File: src/rtl/bcd_excess3_sched_if.sv
// Handshake bundle between two BCD requesters, the shared Excess-3 converter and its consumer.
// The slave modport is the converter's view; master is the requester/consumer side.
interface bcd_excess3_sched_if #(
  parameter int N_DIGITS = 4
);
  logic                    req0_valid;
  logic [4*N_DIGITS-1:0]   req0_data;
  logic                    req0_ready;
  logic                    req1_valid;
  logic [4*N_DIGITS-1:0]   req1_data;
  logic                    req1_ready;
  logic                    out_valid;
  logic [4*N_DIGITS-1:0]   out_data;
  logic                    out_err;
  logic                    out_src;
  logic                    out_ready;
  logic                    busy;

  modport master (
    output req0_valid, req0_data, req1_valid, req1_data, out_ready,
    input  req0_ready, req1_ready, out_valid, out_data, out_err, out_src, busy
  );

  modport slave (
    input  req0_valid, req0_data, req1_valid, req1_data, out_ready,
    output req0_ready, req1_ready, out_valid, out_data, out_err, out_src, busy
  );
endinterface

File: src/rtl/bcd_excess3_sched.sv
// Two-requester round-robin scheduler feeding one serial BCD-to-Excess-3 digit converter.
// A granted word is converted one digit per cycle (LSB first) and held in DONE until consumed.
module bcd_excess3_sched #(
  parameter int N_DIGITS = 4
) (
  input  logic                   clk,
  input  logic                   rst_n,
  bcd_excess3_sched_if.slave     bus
);
  localparam int W     = 4 * N_DIGITS;
  localparam int IDX_W = (N_DIGITS > 1) ? $clog2(N_DIGITS) : 1;
  localparam logic [IDX_W-1:0] LAST_IDX = IDX_W'(N_DIGITS - 1);

  typedef enum logic [1:0] {
    IDLE,
    CONV,
    DONE
  } state_t;

  state_t           state_q;
  logic [W-1:0]     word_q;
  logic [W-1:0]     result_q;
  logic [W-1:0]     result_d;
  logic [IDX_W-1:0] idx_q;
  logic             err_q;
  logic             src_q;
  logic             last_q;
  logic             valid_q;
  logic             busy_q;

  logic             grant0;
  logic             grant1;
  logic [3:0]       digit;
  logic [3:0]       digit_e3;
  logic             digit_bad;

  // last_q remembers the most recent winner so a tie goes to the other requester.
  always_comb begin
    grant0 = 1'b0;
    grant1 = 1'b0;
    if (rst_n && (state_q == IDLE)) begin
      if (bus.req0_valid && bus.req1_valid) begin
        grant0 = last_q;
        grant1 = !last_q;
      end else begin
        grant0 = bus.req0_valid;
        grant1 = bus.req1_valid;
      end
    end
  end

  always_comb begin
    digit    = '0;
    result_d = result_q;
    for (int i = 0; i < N_DIGITS; i++) begin
      if (idx_q == IDX_W'(i)) begin
        digit = word_q[i*4 +: 4];
      end
    end
    digit_bad = (digit > 4'd9);
    digit_e3  = digit_bad ? 4'd0 : (digit + 4'd3);
    for (int i = 0; i < N_DIGITS; i++) begin
      if (idx_q == IDX_W'(i)) begin
        result_d[i*4 +: 4] = digit_e3;
      end
    end
  end

  always_ff @(posedge clk or negedge rst_n) begin
    if (!rst_n) begin
      state_q  <= IDLE;
      word_q   <= '0;
      result_q <= '0;
      idx_q    <= '0;
      err_q    <= 1'b0;
      src_q    <= 1'b0;
      last_q   <= 1'b1;
      valid_q  <= 1'b0;
      busy_q   <= 1'b0;
    end else begin
      case (state_q)
        IDLE: begin
          if (grant0 || grant1) begin
            word_q  <= grant1 ? bus.req1_data : bus.req0_data;
            src_q   <= grant1;
            last_q  <= grant1;
            err_q   <= 1'b0;
            idx_q   <= '0;
            busy_q  <= 1'b1;
            state_q <= CONV;
          end
        end
        CONV: begin
          result_q <= result_d;
          err_q    <= err_q | digit_bad;
          // idx stops at the last digit instead of wrapping; it is cleared on the next grant.
          if (idx_q == LAST_IDX) begin
            valid_q <= 1'b1;
            state_q <= DONE;
          end else begin
            idx_q <= idx_q + IDX_W'(1);
          end
        end
        DONE: begin
          if (bus.out_ready) begin
            valid_q <= 1'b0;
            busy_q  <= 1'b0;
            state_q <= IDLE;
          end
        end
        default: begin
          state_q <= IDLE;
        end
      endcase
    end
  end

  assign bus.req0_ready = grant0;
  assign bus.req1_ready = grant1;
  assign bus.out_valid  = valid_q;
  assign bus.out_data   = result_q;
  assign bus.out_err    = err_q;
  assign bus.out_src    = src_q;
  assign bus.busy       = busy_q;

endmodule
File: src/flat_wrapper.sv
// flat-port wrapper written by rule: the top's interface ports become plain ports
module bcd_excess3_sched_flat 
#(
  parameter int N_DIGITS = 4
)
  (clk, rst_n, bus_req0_valid, bus_req0_data, bus_req1_valid, bus_req1_data, bus_out_ready, bus_req0_ready, bus_req1_ready, bus_out_valid, bus_out_data, bus_out_err, bus_out_src, bus_busy);
  bcd_excess3_sched_if #(.N_DIGITS(N_DIGITS)) bus_i ();
  input  logic clk;
  input  logic rst_n;
  input wire logic [$bits(bus_i.req0_valid)-1:0] bus_req0_valid;
  input wire logic [$bits(bus_i.req0_data)-1:0] bus_req0_data;
  input wire logic [$bits(bus_i.req1_valid)-1:0] bus_req1_valid;
  input wire logic [$bits(bus_i.req1_data)-1:0] bus_req1_data;
  input wire logic [$bits(bus_i.out_ready)-1:0] bus_out_ready;
  output wire logic [$bits(bus_i.req0_ready)-1:0] bus_req0_ready;
  output wire logic [$bits(bus_i.req1_ready)-1:0] bus_req1_ready;
  output wire logic [$bits(bus_i.out_valid)-1:0] bus_out_valid;
  output wire logic [$bits(bus_i.out_data)-1:0] bus_out_data;
  output wire logic [$bits(bus_i.out_err)-1:0] bus_out_err;
  output wire logic [$bits(bus_i.out_src)-1:0] bus_out_src;
  output wire logic [$bits(bus_i.busy)-1:0] bus_busy;
  assign bus_i.req0_valid = bus_req0_valid;
  assign bus_i.req0_data = bus_req0_data;
  assign bus_i.req1_valid = bus_req1_valid;
  assign bus_i.req1_data = bus_req1_data;
  assign bus_i.out_ready = bus_out_ready;
  assign bus_req0_ready = bus_i.req0_ready;
  assign bus_req1_ready = bus_i.req1_ready;
  assign bus_out_valid = bus_i.out_valid;
  assign bus_out_data = bus_i.out_data;
  assign bus_out_err = bus_i.out_err;
  assign bus_out_src = bus_i.out_src;
  assign bus_busy = bus_i.busy;
  bcd_excess3_sched #(.N_DIGITS(N_DIGITS)) u_core (.clk(clk), .rst_n(rst_n), .bus(bus_i));
endmodule
File: config.mk
export PLATFORM = sky130hd
export DESIGN_NAME = bcd_excess3_sched_flat
export DESIGN_NICKNAME = d
export VERILOG_FILES = /design/src/rtl/bcd_excess3_sched_if.sv /design/src/rtl/bcd_excess3_sched.sv /design/src/flat_wrapper.sv
export SDC_FILE = /design/constraint.sdc
export NUM_CORES = 1
export LEC_CHECK = 0
export BUFFER_PORTS_ARGS = -buffer_cell sky130_fd_sc_hd__buf_4
export CORE_MARGIN = 8
export CORE_UTILIZATION = 51
export CTS_BUF_LIST = sky130_fd_sc_hd__clkbuf_4
export CTS_CLUSTER_SIZE = 8
export DETAILED_ROUTE_END_ITERATION = 10
export PLACE_DENSITY = 0.89
export SLEW_MARGIN = 20
export SYNTH_ARGS = -nofsm -noshare
export SYNTH_HDL_FRONTEND = slang
export SYNTH_SLANG_ARGS = --single-unit
File: constraint.sdc
create_clock -name clk -period 2.5 [get_ports clk]
set_clock_uncertainty 0.1 [all_clocks]
set_input_delay 0.5 -clock clk [delete_from_list [all_inputs] [get_ports clk]]
set_output_delay 0.5 -clock clk [all_outputs]
set_load 0.01 [all_outputs]
Word-level counts from Yosys, hierarchy flattened:

Index checks and enable logic that the tools add are counted.

* bits in registers: 41
* bits of input ports: 37
* word-level logic and storage cells: 68

* add/sub/neg operators: 2
* magnitude comparators: 1
* equality and inequality tests: 9
* mux-type cells: 24
* bitwise logic cells: 1
* reduce and logical (&&, ||, !) cells: 19

Operators by type and width (number)
* two-way mux 4 bit: 5
* two-way mux 16 bit: 1
* AND reduction 2 bit: 6
* AND reduction 3 bit: 4
* two-way mux 2 bit: 5
* two-way mux 1 bit: 8
* == test 2 bit (second input constant): 3
* inequality test 2 bit (second input constant): 3
* case mux 1 bit (2 select lines): 3
* case mux 2 bit (3 select lines): 1
* nonzero test 2 bit: 3
* adder 4 x 2 -> 4 bit (second input constant): 1
* == test 2 x 1 -> 1 bit (second input constant): 2
* > comparator 4 bit (second input constant): 1
* logical NOT 2 bit: 2
* case mux 2 bit (2 select lines): 1
* adder 2 x 1 -> 2 bit (second input constant): 1
* logical AND 1 bit: 2
* inequality test 2 x 1 -> 1 bit (second input constant): 1
* logical NOT 1 bit: 1
* logical OR 1 bit: 1
* OR 1 bit: 1

Logic depth before layout (Yosys ltp):

* word-level depth: 8
* mapped depth: 12
* mapped depth without buffers: 11

Worst setup path before layout:

OpenSTA, ideal clock, no wires.

* kind: register to register
* start point: register u_core.idx_q[0]
* end point: register u_core.result_q[12] (netlist: u_core.bus.out_data[12])
* setup time: 0.083 ns
* arrival: 2.088 ns
* data required time: 2.317 ns
* path slack: 0.230 ns
* stages on the path, launching flop included: 9
* path buffers: 1
* clock period less this slack: 2.270 ns
* path through: dfrtp_1 ha_1 buf_6 o311ai_0 ha_1 nor2_1 o21ai_0 nand2_1 o21ai_0

* cells in the longest elaborated chain, start to end: 7
* elaborated cells on any way between the ends: 12
* those cells by class: add/sub: 1; order compare: 1; eq/ne: 3; mux: 5; reduce/logical: 2

RTL lines
* start, declared: RTL line bcd_excess3_sched.sv:24 `logic [IDX_W-1:0] idx_q;`
* start signal, assigned: RTL line bcd_excess3_sched.sv:101 `idx_q <= idx_q + IDX_W'(1);`
* logical NOT 2 bit: RTL line bcd_excess3_sched.sv:56 `if (idx_q == IDX_W'(i)) begin`
* two-way mux 4 bit (4 in series): RTL line bcd_excess3_sched.sv:56
* adder 4 x 2 -> 4 bit / > comparator 4 bit (equally long branches): RTL line bcd_excess3_sched.sv:61, bcd_excess3_sched.sv:60
* two-way mux 4 bit: RTL line bcd_excess3_sched.sv:61 `digit_e3 = digit_bad ? 4'd0 : (digit + 4'd3);`
* end signal, assigned: RTL line bcd_excess3_sched.sv:94 `result_q <= result_d;`
* end, declared: RTL line bcd_excess3_sched.sv:22 `logic [W-1:0] result_q;`

Parallel ways exist; a longest one is shown, timed or not.
A chain may end at the register's enable or synchronous reset.

Worst setup path in the final report:

* start point: register u_core.idx_q[0]
* end point: register u_core.result_q[5] (netlist: u_core.bus.out_data[5])

Same word-level chain as after synthesis.

==> results by group <==
Clock tree
  • H-tree Lvls: 2
  • Clock root buffer: clkbuf_4
  • CTS clk-pin slew, worst paths: 0.11 ns
  • CTS tree: done
  • Number of buffers on the longest clock path: 2
  • Worst skew pair latency: 0.34 ns
  • CTS sink count: 41
  • TritonCTS buffer count: 5
  • Hold_buf cts: 0

Timing
  • Worst slew margin: 0.620
  • Fin crit period: 2.27 ns
  • Fmax: 440 MHz
  • Fin crit share: 0.909
  • RSZ-0062 raised after global routing: no
  • Max Slew Vio Count: 0
  • Slew @ Worst Pin: 0.569 ns
  • Fin. Hold Viols: 0
  • Endpoints failing setup: 0

Synth
  • Syn_nets: 255
  • Largest family of logic cells by synthesized area: simple AND/OR/NAND/NOR gates
  • Seq cells post-synth: 41
  • Count of cell types in the netlist: 29
  • Syn avg cell area: 9.45 um^2
  • Gate Count Post-Synth: 212
  • Compound-gate portion of the synthesized area: 0.148
  • Register area share after synthesis: 0.513
  • Synth Area in XOR/XNOR: 0
  • Adder-cell share of the synthesized area: 0.0375
  • Synth warn: 0
  • Mapped Area: 2000 um^2
  • Simple-gate portion of the synthesized area: 0.181
  • Mux share of post-synthesis cell area: 0.0800

Drt
  • Initial DRC count: 91
  • Vias after detailed routing: 1693
  • Detailed Routing Iterations Pass 1: 5
  • Final routed DRC violation total: 0
  • WL/cell: 14.2 um
  • Post-DR vias/cell: 5.27
  • WL final: 4570 um
  • ANT nets after route: 0

Critical path
  • Crit-path cells: inv_1 -> ha_2 -> nand2_1 -> o211ai_1 -> o311a_1 -> inv_1 -> ha_1 -> nor2_1 -> o21ai_2 -> nand2_1 -> o21ai_0
  • Worst path slowest cell: dfrtp_1
  • Crit end category: flop
  • Reg2Reg Depth: 11
  • Setup CP Type: flop to flop
  • Reg2Reg Launch Point: u_core.idx_q[0]
  • CP arrival: 2.40 ns
  • Startpoint types: flop
  • Req. time, crit path: 2.63 ns
  • Slowest stage delay, CP: 0.44 ns
  • FF-to-FF End: u_core.bus.out_data[5]
  • Reg2reg setup slack: 0.23 ns
  • Worst Path Max Fanout: 6

Placed design
  • PortBufs: 58
  • Final HPWL DP: 3610 um
  • RePlAce Congestion: 0.872
  • Placed insts: 313

Min path
  • Min-delay worst type: primary input to asynchronous set/reset pin

Global route
  • Via count of the first global-routing pass: 1720
  • Largest net degree at the start of global routing: 42
  • Gr usage total: 0.154
  • Initial antenna violation count: 0
  • First-pass GRT wire length: 7740 um
  • Overflow after GRT: 0

Final layout
  • Area Growth Syn to Fin: 28.3%
  • Finished Layout Cells: 321
  • Layout cell share with drive strength beyond 1: 0.297
  • Diode count: 0
  • Final nets: 315

Floorplanning
  • Initial core utilization: 0.539
  • Die Y: 78.7 um
  • Core area: 3720 um^2
  • Site Rows: 22
  • Io pins: 59
  • Die Span X: 78.7 um
  • Die ar.: 6190 um^2

Status
  • Outcome: completed

Power
  • Pleak: 0.00133 uW
  • Pwr Total: 3210 uW
  • VDD IR-drop max: 0.000516 V
  • PD cells: 1250 nW/um^2

Run
  • Max Cap Viol: 0
cell usage after synthesis:
cell      instances  share of area
nand2_1          46          0.086
dfrtp_1          40           0.50
o21ai_0          31          0.077
mux2i_1          16          0.080
nor2_1           13          0.024
inv_1             9          0.017
a21oi_1           6          0.015
ha_1              6          0.037
clkbuf_1          5         0.0094
a211oi_1          4          0.015
a31oi_1           4          0.012
nor2b_1           4          0.012
and2_1            3         0.0094
nand2b_1          3         0.0094
nand3_1           3         0.0075
nand3b_1          3          0.011
buf_2             2         0.0050
nor3b_1           2         0.0075
o211ai_1          2         0.0075
a211oi_2          1         0.0062
a21bo_2           1         0.0050
and3_1            1         0.0031
buf_4             1         0.0037
buf_6             1         0.0056
dfstp_2           1          0.013
nor3b_2           1         0.0062
o311a_1           1         0.0050
o311ai_0          1         0.0044
or2b_1            1         0.0037
flip-flops by register name, summed over array words and instances, names as in the netlist:
| signal | cells |
|---|---|
| u_core.state_q | 2 |
| u_core.bus.out_err | 1 |
| u_core.idx_q | 2 |
| u_core.bus.out_data | 16 |
| u_core.bus.busy | 1 |
| u_core.word_q | 16 |
| u_core.bus.out_src | 1 |
| u_core.bus.out_valid | 1 |
| u_core.last_q | 1 |
kinds of logic (layout without fill, tap and decap cells):
family,Yosys count,after routing
flops,41,41
mux,16,16
buf+inv,18,79
compound gates,51,51
fa+ha+maj,6,6
simple gates,80,80
per-layer routing:
layer  wire (um)  vias up  global-route usage
met4          18        0              0.0333
met1        1980      788               0.185
met2        2230       60               0.252
met3         344        2              0.0661
li1            -      843                   -
met5           0        -                   0
layout by cell type (no fill, tap or decap), drive strengths merged:
cell	netlist	routed
dfstp	1	1
nand3	3	3
a31oi	4	4
o311ai	1	1
and3	1	1
nor2	13	13
o211ai	2	2
clkinv	0	1
o311a	1	1
buf	4	62
nand3b	3	3
dfrtp	40	40
mux2i	16	16
or2b	1	1
a21oi	6	6
and2	3	3
nand2	46	46
inv	9	9
nor2b	4	4
nand2b	3	3
a21bo	1	1
o21ai	31	31
a211oi	5	5
nor3b	3	3
ha	6	6
clkbuf	5	7
worst max path at each step:
stage / startpoint / endpoint / slack [ns]
finish: u_core.idx_q[0] / u_core.bus.out_data[5] / 0.23
global route: u_core.idx_q[0] / u_core.bus.out_data[7] / 0.04
CTS: u_core.idx_q[0] / u_core.bus.out_data[9] / 0.02
detailed placement: u_core.idx_q[0] / u_core.bus.out_data[9] / -0.12
global placement: u_core.idx_q[0] / u_core.bus.out_data[12] / 0.08
floorplan: u_core.idx_q[0] / u_core.bus.out_data[12] / 0.23
report_power, final:
group / switching (uW) / internal, uW / leakage [uW]
registers: 203 / 984 / 0.000495
clock network: 199 / 130 / 0.0000338
logic: 968 / 724 / 0.000804
total: 1370 / 1840 / 0.00133
through the flow:
step                      utilization  worst slack [ns]  hold WS, ns  TNS [ns]  area [um^2]
after CTS                       0.684            0.0243        0.128         0         2540
final                           0.692             0.228        0.111         0         2570
after floorplan                     -             0.230        0.104         0         2000
after global placement          0.669            0.0781        0.353         0         2480
after global routing            0.692            0.0435        0.134         0         2570
after detailed placement        0.669            -0.120        0.356    -0.699         2480
repair_timing:
| item | in CTS | in global routing |
|---|---|---|
| cloned | 0 | 0 |
| resized for setup | 1 | 8 |
| buffers inserted | 0 | 0 |
| setup endpoints to repair | 8 | 17 |
worst max-delay path, delay by kind of cell (launching register included):
family / cells / cell delay, ns
and+or+nand+nor: 3 / 0.38
adders and majority gates: 2 / 0.48
AOI/OAI and AO/OA: 4 / 0.58
DFF: 1 / 0.44
buffers and inverters: 2 / 0.19
area by class of cell:
cell class,count,area [um^2]
clock buffer,7,52.6
clock inverter,1,3.75
fill,317,1150
inverter,9,33.8
multi-input combinational,153,927
sequential,41,1030
tap,48,60.1
timing repair buffer,62,465
No activity file was read; power rests on OpenSTA's default activity.
